$ cat config.mk
export PLATFORM = sky130hd
export DESIGN_NAME = mmio_uart_tx_flat
export DESIGN_NICKNAME = d
export VERILOG_FILES = /design/src/rtl/mmio_uart_tx_if.sv /design/src/rtl/mmio_uart_tx.sv /design/src/flat_wrapper.sv
export SDC_FILE = /design/constraint.sdc
export NUM_CORES = 1
export LEC_CHECK = 0
export ABC_AREA = 1
export CORE_MARGIN = 10
export CORE_UTILIZATION = 43
export CTS_CLUSTER_SIZE = 20
export DETAILED_ROUTE_END_ITERATION = 12
export PLACE_DENSITY = 0.7
export SETUP_SLACK_MARGIN = 0.1
export SLEW_MARGIN = 10
export SYNTH_ARGS = -nofsm -noshare
export SYNTH_HDL_FRONTEND = slang
export SYNTH_SLANG_ARGS = --single-unit
$ cat constraint.sdc
create_clock -name clk -period 2.8 [get_ports clk]
set_input_delay 0.56 -clock clk [delete_from_list [all_inputs] [get_ports clk]]
set_output_delay 0.56 -clock clk [all_outputs]
set_load 0.05 [all_outputs]
$ cat src/rtl/mmio_uart_tx_if.sv
// Data-memory bus slice seen by the UART: the core's store path plus the
// select/read-word that the datapath can mux into its load data.
interface mmio_uart_tx_if;
    logic        memwrite;
    logic [31:0] dataadr;
    logic [31:0] writedata;
    logic        sel;
    logic [31:0] rdata;

    modport master (
        output memwrite,
        output dataadr,
        output writedata,
        input  sel,
        input  rdata
    );

    modport slave (
        input  memwrite,
        input  dataadr,
        input  writedata,
        output sel,
        output rdata
    );
endinterface

$ cat src/rtl/mmio_uart_tx.sv
// Memory-mapped UART transmitter: byte FIFO fed by stores to TXDATA, 8N1 serializer.
// Define UART_TX_PARITY_EN to insert an even-parity bit between data and stop.
module mmio_uart_tx #(
    parameter logic [31:0] BASE_ADDR    = 32'hFFFF_0000,
    parameter int          CLKS_PER_BIT = 16,
    parameter int          FIFO_DEPTH   = 8
) (
    input  logic           clk,
    input  logic           reset,
    mmio_uart_tx_if.slave  bus,
    output logic           txd,
    output logic           busy
);

    localparam int AW = $clog2(FIFO_DEPTH);
    localparam int CW = AW + 1;
    localparam int TW = $clog2(CLKS_PER_BIT);
    localparam logic [TW-1:0] TIMER_RELOAD = TW'(CLKS_PER_BIT - 1);
    localparam logic [CW-1:0] COUNT_FULL   = CW'(FIFO_DEPTH);

`ifdef UART_TX_PARITY_EN
    typedef enum logic [2:0] {IDLE, START, DATA, STOP, PARITY} state_t;
`else
    typedef enum logic [2:0] {IDLE, START, DATA, STOP} state_t;
`endif

    // ---------------- bus decode ----------------
    logic addr_data;
    logic addr_status;
    logic push_req;
    logic ovf_clr;
    logic [31:0] status_word;
    logic unused_bits;

    assign addr_data   = (bus.dataadr == BASE_ADDR);
    assign addr_status = (bus.dataadr == BASE_ADDR + 32'd4);
    assign push_req    = bus.memwrite & addr_data;
    assign ovf_clr     = bus.memwrite & addr_status & bus.writedata[3];
    assign unused_bits = ^bus.writedata[31:8];

    // ---------------- FIFO ----------------
    logic [7:0]    fifo_mem [FIFO_DEPTH];
    logic [AW-1:0] wr_ptr_reg;
    logic [AW-1:0] rd_ptr_reg;
    logic [CW-1:0] count_reg;
    logic          overflow_reg;
    logic          fifo_full;
    logic          fifo_empty;
    logic          pop;
    logic          push_ok;
    logic [7:0]    fifo_head;

    assign fifo_full  = (count_reg == COUNT_FULL);
    assign fifo_empty = (count_reg == '0);
    // A pop frees a slot in the same cycle, so a push to a full FIFO still lands.
    assign push_ok    = push_req & (~fifo_full | pop);
    assign fifo_head  = fifo_mem[rd_ptr_reg];

    always_ff @(posedge clk) begin
        if (push_ok) begin
            fifo_mem[wr_ptr_reg] <= bus.writedata[7:0];
        end
    end

    always_ff @(posedge clk) begin
        if (!reset) begin
            wr_ptr_reg   <= '0;
            rd_ptr_reg   <= '0;
            count_reg    <= '0;
            overflow_reg <= 1'b0;
        end else begin
            if (push_ok) begin
                wr_ptr_reg <= wr_ptr_reg + AW'(1);
            end
            if (pop) begin
                rd_ptr_reg <= rd_ptr_reg + AW'(1);
            end
            case ({push_ok, pop})
                2'b10:   count_reg <= count_reg + CW'(1);
                2'b01:   count_reg <= count_reg - CW'(1);
                default: count_reg <= count_reg;
            endcase
            if (push_req && fifo_full && !pop) begin
                overflow_reg <= 1'b1;
            end else if (ovf_clr) begin
                overflow_reg <= 1'b0;
            end
        end
    end

    // ---------------- serializer FSM ----------------
    state_t        state_reg, state_next;
    logic [TW-1:0] timer_reg, timer_next;
    logic [2:0]    bit_idx_reg, bit_idx_next;
    logic [7:0]    shift_reg, shift_next;
    logic          txd_reg, txd_next;
    logic          timer_done;

    assign timer_done = (timer_reg == '0);

    always_ff @(posedge clk) begin
        if (!reset) begin
            state_reg   <= IDLE;
            timer_reg   <= '0;
            bit_idx_reg <= '0;
            shift_reg   <= '0;
            txd_reg     <= 1'b1;
        end else begin
            state_reg   <= state_next;
            timer_reg   <= timer_next;
            bit_idx_reg <= bit_idx_next;
            shift_reg   <= shift_next;
            txd_reg     <= txd_next;
        end
    end

    // txd is registered: each transition computes the level for the state being entered.
    always_comb begin
        state_next   = state_reg;
        timer_next   = timer_reg;
        bit_idx_next = bit_idx_reg;
        shift_next   = shift_reg;
        txd_next     = txd_reg;
        pop          = 1'b0;

        case (state_reg)
            IDLE: begin
                txd_next = 1'b1;
                if (!fifo_empty) begin
                    pop        = 1'b1;
                    shift_next = fifo_head;
                    state_next = START;
                    timer_next = TIMER_RELOAD;
                    txd_next   = 1'b0;
                end
            end

            START: begin
                if (timer_done) begin
                    state_next   = DATA;
                    bit_idx_next = '0;
                    timer_next   = TIMER_RELOAD;
                    txd_next     = shift_reg[0];
                end else begin
                    timer_next = timer_reg - TW'(1);
                end
            end

            DATA: begin
                if (timer_done) begin
                    timer_next = TIMER_RELOAD;
                    if (bit_idx_reg == 3'd7) begin
`ifdef UART_TX_PARITY_EN
                        state_next = PARITY;
                        txd_next   = ^shift_reg;
`else
                        state_next = STOP;
                        txd_next   = 1'b1;
`endif
                    end else begin
                        bit_idx_next = bit_idx_reg + 3'd1;
                        txd_next     = shift_reg[bit_idx_reg + 3'd1];
                    end
                end else begin
                    timer_next = timer_reg - TW'(1);
                end
            end

`ifdef UART_TX_PARITY_EN
            PARITY: begin
                if (timer_done) begin
                    state_next = STOP;
                    timer_next = TIMER_RELOAD;
                    txd_next   = 1'b1;
                end else begin
                    timer_next = timer_reg - TW'(1);
                end
            end
`endif

            STOP: begin
                if (timer_done) begin
                    timer_next = TIMER_RELOAD;
                    // Chain straight into the next start bit when more data is queued.
                    if (!fifo_empty) begin
                        pop        = 1'b1;
                        shift_next = fifo_head;
                        state_next = START;
                        txd_next   = 1'b0;
                    end else begin
                        state_next = IDLE;
                        txd_next   = 1'b1;
                    end
                end else begin
                    timer_next = timer_reg - TW'(1);
                end
            end

            default: begin
                state_next = IDLE;
                timer_next = '0;
                txd_next   = 1'b1;
            end
        endcase
    end

    // ---------------- outputs ----------------
    assign txd  = txd_reg;
    assign busy = (state_reg != IDLE);

    always_comb begin
        status_word       = '0;
        status_word[0]    = fifo_full;
        status_word[1]    = fifo_empty;
        status_word[2]    = busy;
        status_word[3]    = overflow_reg;
        status_word[11:8] = 4'(count_reg);
    end

    assign bus.sel   = addr_data | addr_status;
    assign bus.rdata = addr_status ? status_word : 32'd0;

endmodule

$ cat src/flat_wrapper.sv
// flat-port wrapper written by rule: the top's interface ports become plain ports
module mmio_uart_tx_flat 
#(
    parameter logic [31:0] BASE_ADDR    = 32'hFFFF_0000,
    parameter int          CLKS_PER_BIT = 16,
    parameter int          FIFO_DEPTH   = 8
)
  (clk, reset, txd, busy, bus_memwrite, bus_dataadr, bus_writedata, bus_sel, bus_rdata);
  mmio_uart_tx_if bus_i ();
  input  logic clk;
  input  logic reset;
  output logic txd;
  output logic busy;
  input wire logic [$bits(bus_i.memwrite)-1:0] bus_memwrite;
  input wire logic [$bits(bus_i.dataadr)-1:0] bus_dataadr;
  input wire logic [$bits(bus_i.writedata)-1:0] bus_writedata;
  output wire logic [$bits(bus_i.sel)-1:0] bus_sel;
  output wire logic [$bits(bus_i.rdata)-1:0] bus_rdata;
  assign bus_i.memwrite = bus_memwrite;
  assign bus_i.dataadr = bus_dataadr;
  assign bus_i.writedata = bus_writedata;
  assign bus_sel = bus_i.sel;
  assign bus_rdata = bus_i.rdata;
  mmio_uart_tx #(.BASE_ADDR(BASE_ADDR), .CLKS_PER_BIT(CLKS_PER_BIT), .FIFO_DEPTH(FIFO_DEPTH)) u_core (.clk(clk), .reset(reset), .bus(bus_i), .txd(txd), .busy(busy));
endmodule
==> results of run 1 <==
per-stage QoR:
| step | power, W | std cells | area (um^2) |
|---|---|---|---|
| finish | 0.00415 | 692 | 5520 |
| global route | 0.00448 | 692 | 5520 |
| CTS | 0.00417 | 692 | 5510 |
| detailed placement | 0.00330 | 676 | 5320 |
| global placement | 0.00325 | 676 | 5320 |
| floorplan | 0.00295 | 509 | 4660 |
synth_stat cells, drive strengths merged:
library cell  number
nor2              93
nand2             68
edfxtp            64
o21ai             49
inv               42
a21oi             32
dfxtp             32
buf               31
nand3             23
o211ai            16
ha                14
nand4              6
clkbuf             5
xor2               4
xnor2              2
a211oi             1
clkinv             1
conb               1
nand3b             1
or2                1
area by class of cell:
cell class	count	area [um^2]
inverters	43	161
fillers	939	4850
repair buffers	67	724
flip-flops and latches	96	2560
multi-input cells	334	1710
clock inverters	7	68.8
well taps	136	170
clock buffers	9	124
cells by family after synthesis:
logic type | after synthesis | synth area share [%]
AO/OA/AOI/OAI | 98 | 12.1
flip-flops | 96 | 56.0
other | 1 | 0.0819
adder cells (fa/ha/maj) | 14 | 3.83
buffers and inverters | 79 | 8.83
XOR/XNOR | 6 | 1.15
AND/OR/NAND/NOR | 192 | 18.1
cells in the final DEF, fill, tap and decap left out, types with 2 or more instances in the layout:
cell             instances
o211ai_1                16
inv_8                    4
ha_1                    14
dfxtp_1                 32
nor2_2                   2
a21oi_1                 30
nand2_1                 66
edfxtp_1                64
inv_1                   40
buf_4                   14
nand4_1                  5
clkbuf_8                 9
xnor2_1                  2
nor2_1                  89
conb_1                  24
xor2_1                   3
nand3_1                 22
o21ai_0                 48
inv_2                    2
clkdlybuf4s50_1         43
clkinvlp_4               2
nor2_4                   2
buf_12                   9
worst max-delay path: stages:
cell             delay, ns
clkdlybuf4s50_1       0.47
nand2_1               0.05
inv_1                 0.04
nand2_1               0.04
nor2_1                0.10
nand2_1               0.13
nor2_1                0.15
inv_1                 0.14
nor2_1                0.20
buf_12                0.17
layer usage:
metal  track usage (%)  wire, um
met1              15.7      3920
met2              23.2      5100
met3              2.51       686
met4              3.93       112
met5                 0         0
what timing repair did:
| item | 4_1_cts | 5_1_grt |
|---|---|---|
| gates resized for setup | 1 | 2 |
| setup buffers | 0 | 0 |
| endpoints found under the setup margin | 1 | 9 |
where the power goes:
| part | internal (W) | total (W) | leakage [nW] | switching, W |
|---|---|---|---|---|
| Sequential | 0.00164 | 0.00174 | 0.836 | 0.0000943 |
| Combinational | 0.000524 | 0.00153 | 1.15 | 0.00101 |
| Clock | 0.000351 | 0.000882 | 0.0937 | 0.000532 |
final timing paths:
kind | end | cells past startpoint
min reg2reg | u_core.shift_reg[1] | 2
min | u_core.shift_reg[1] | 2
max | bus_rdata[0] | 10
max reg2reg | u_core.count_reg[2] | 13
==> results.toml, run 1 <==
[timing]
drv_slew = 0
finalHoldViolCount = 0
worst_slack_ns = 0.189
setup_viol = 0
rsz0062_at_grt = "yes"
slew_headroom_pct = 59.9
setup_tns_ns = 0
hold_ws_ns = 0.467
worst_slew_pin_slew_ns = 0.598
max_freq_mhz = 383
skew_ns = 0.0115
post-route-period-util_pct = 93.3
period_needed_ns = 2.61

[critical_path]
cp_max_fo = 8
reg2reg_slack_ns = 0.31
cp.required_ns = 2.24
startpoint = "bus_dataadr[22]"
r2r_start = "u_core.state_reg[0]"
crit_arrival_ns = 2.05
cp-start-kind = "input port"
endpoint_kind = "output port"
critPathKind = "input port to output port"

[logic_synthesis]
ys_seq_elements = 96
syn_avg_cell_area_um2 = 9.42
synth-seq-area-share_pct = 56.0
synthTopCellsByArea = "edfxtp_1, dfxtp_1, nor2_1"
syn-instance-count = 486
synth_largest_area_cell = "edfxtp_1"
yosys.cell_types.count = 34
yosysTopAreaCellShare_pct = 42.0
synth.yosys.warnings = 0
syn-cell-area_um2 = 4580

[layout]
utilization_pct = 53.2
largest_reg_flops = 64
area_growth_pct = 20.5
antenna_cells = 0
final_layout_size_suffix_gt1_share_pct = 9.53
nNetsFinal = 632

[run_status]
status = "finished clean"

[placement]
place.gp.congestion = 0.759
dp_slack_ns = -0.0219
io_buffers = 53
place_hpwl_um = 7160

[floorplan]
row_count = 37
core_area_um2 = 10400
die-area_um2 = 15200
die_width_um = 123
initial_utilization_pct = 44.1
io_pins = 102
die_h_um = 123

[global_routing]
grt_pass1_wl_um = 15800
grt.total_usage_pct = 13.1
antenna_found_initial = 0
grt_pass1_vias = 3233
grt_max_degree = 33
overflow = 0

[clocking]
clock_tree.buffer_depth = 2
clkLatencyLatePin_ns = 0.36
tritoncts = "built"
hold_buffers = 0
numCtsBuffers = 9
path_clk_slew_ns = 0.10
clock_sinks = 96
cts_root_buf = "clkbuf_8"
htreeDepth = 3

[pwr]
peakVddDrop_mv = 0.375
leakage_nw = 2.08
power_density_nw_per_um2 = 753

[drt]
first_pass_iters = 4
via_count = 3414
ant_nets = 0
drt_iter0_drc = 190
drc = 0
viasPerCell = 4.93
drt_wl_total_um = 9820
routedWlPerCell_um = 14.2

[worst_hold_path]
min-delay-start = "u_core.shift_reg[1]"
hp-class = "flip-flop to flip-flop"

[run]
maxCapViolCount = 0
(Power assumes the default switching activity.)
==> run 2, diff against run 1 <==
--- a/config.mk
+++ b/config.mk
@@ -12,7 +12,6 @@
 export DETAILED_ROUTE_END_ITERATION = 12
 export PLACE_DENSITY = 0.7
 export SETUP_SLACK_MARGIN = 0.1
-export SLEW_MARGIN = 10
 export SYNTH_ARGS = -nofsm -noshare
 export SYNTH_HDL_FRONTEND = slang
 export SYNTH_SLANG_ARGS = --single-unit
==> results of run 2 <==
The final DEF is identical to that of run 1; final timing and power are the same.
==> run 3, diff against run 2 <==
--- a/config.mk
+++ b/config.mk
@@ -6,6 +6,7 @@
 export NUM_CORES = 1
 export LEC_CHECK = 0
 export ABC_AREA = 1
+export ABC_CLOCK_PERIOD_IN_PS = 2800
 export CORE_MARGIN = 10
 export CORE_UTILIZATION = 43
 export CTS_CLUSTER_SIZE = 20
==> results of run 3 <==
The final DEF is identical to that of run 1; final timing and power are the same.
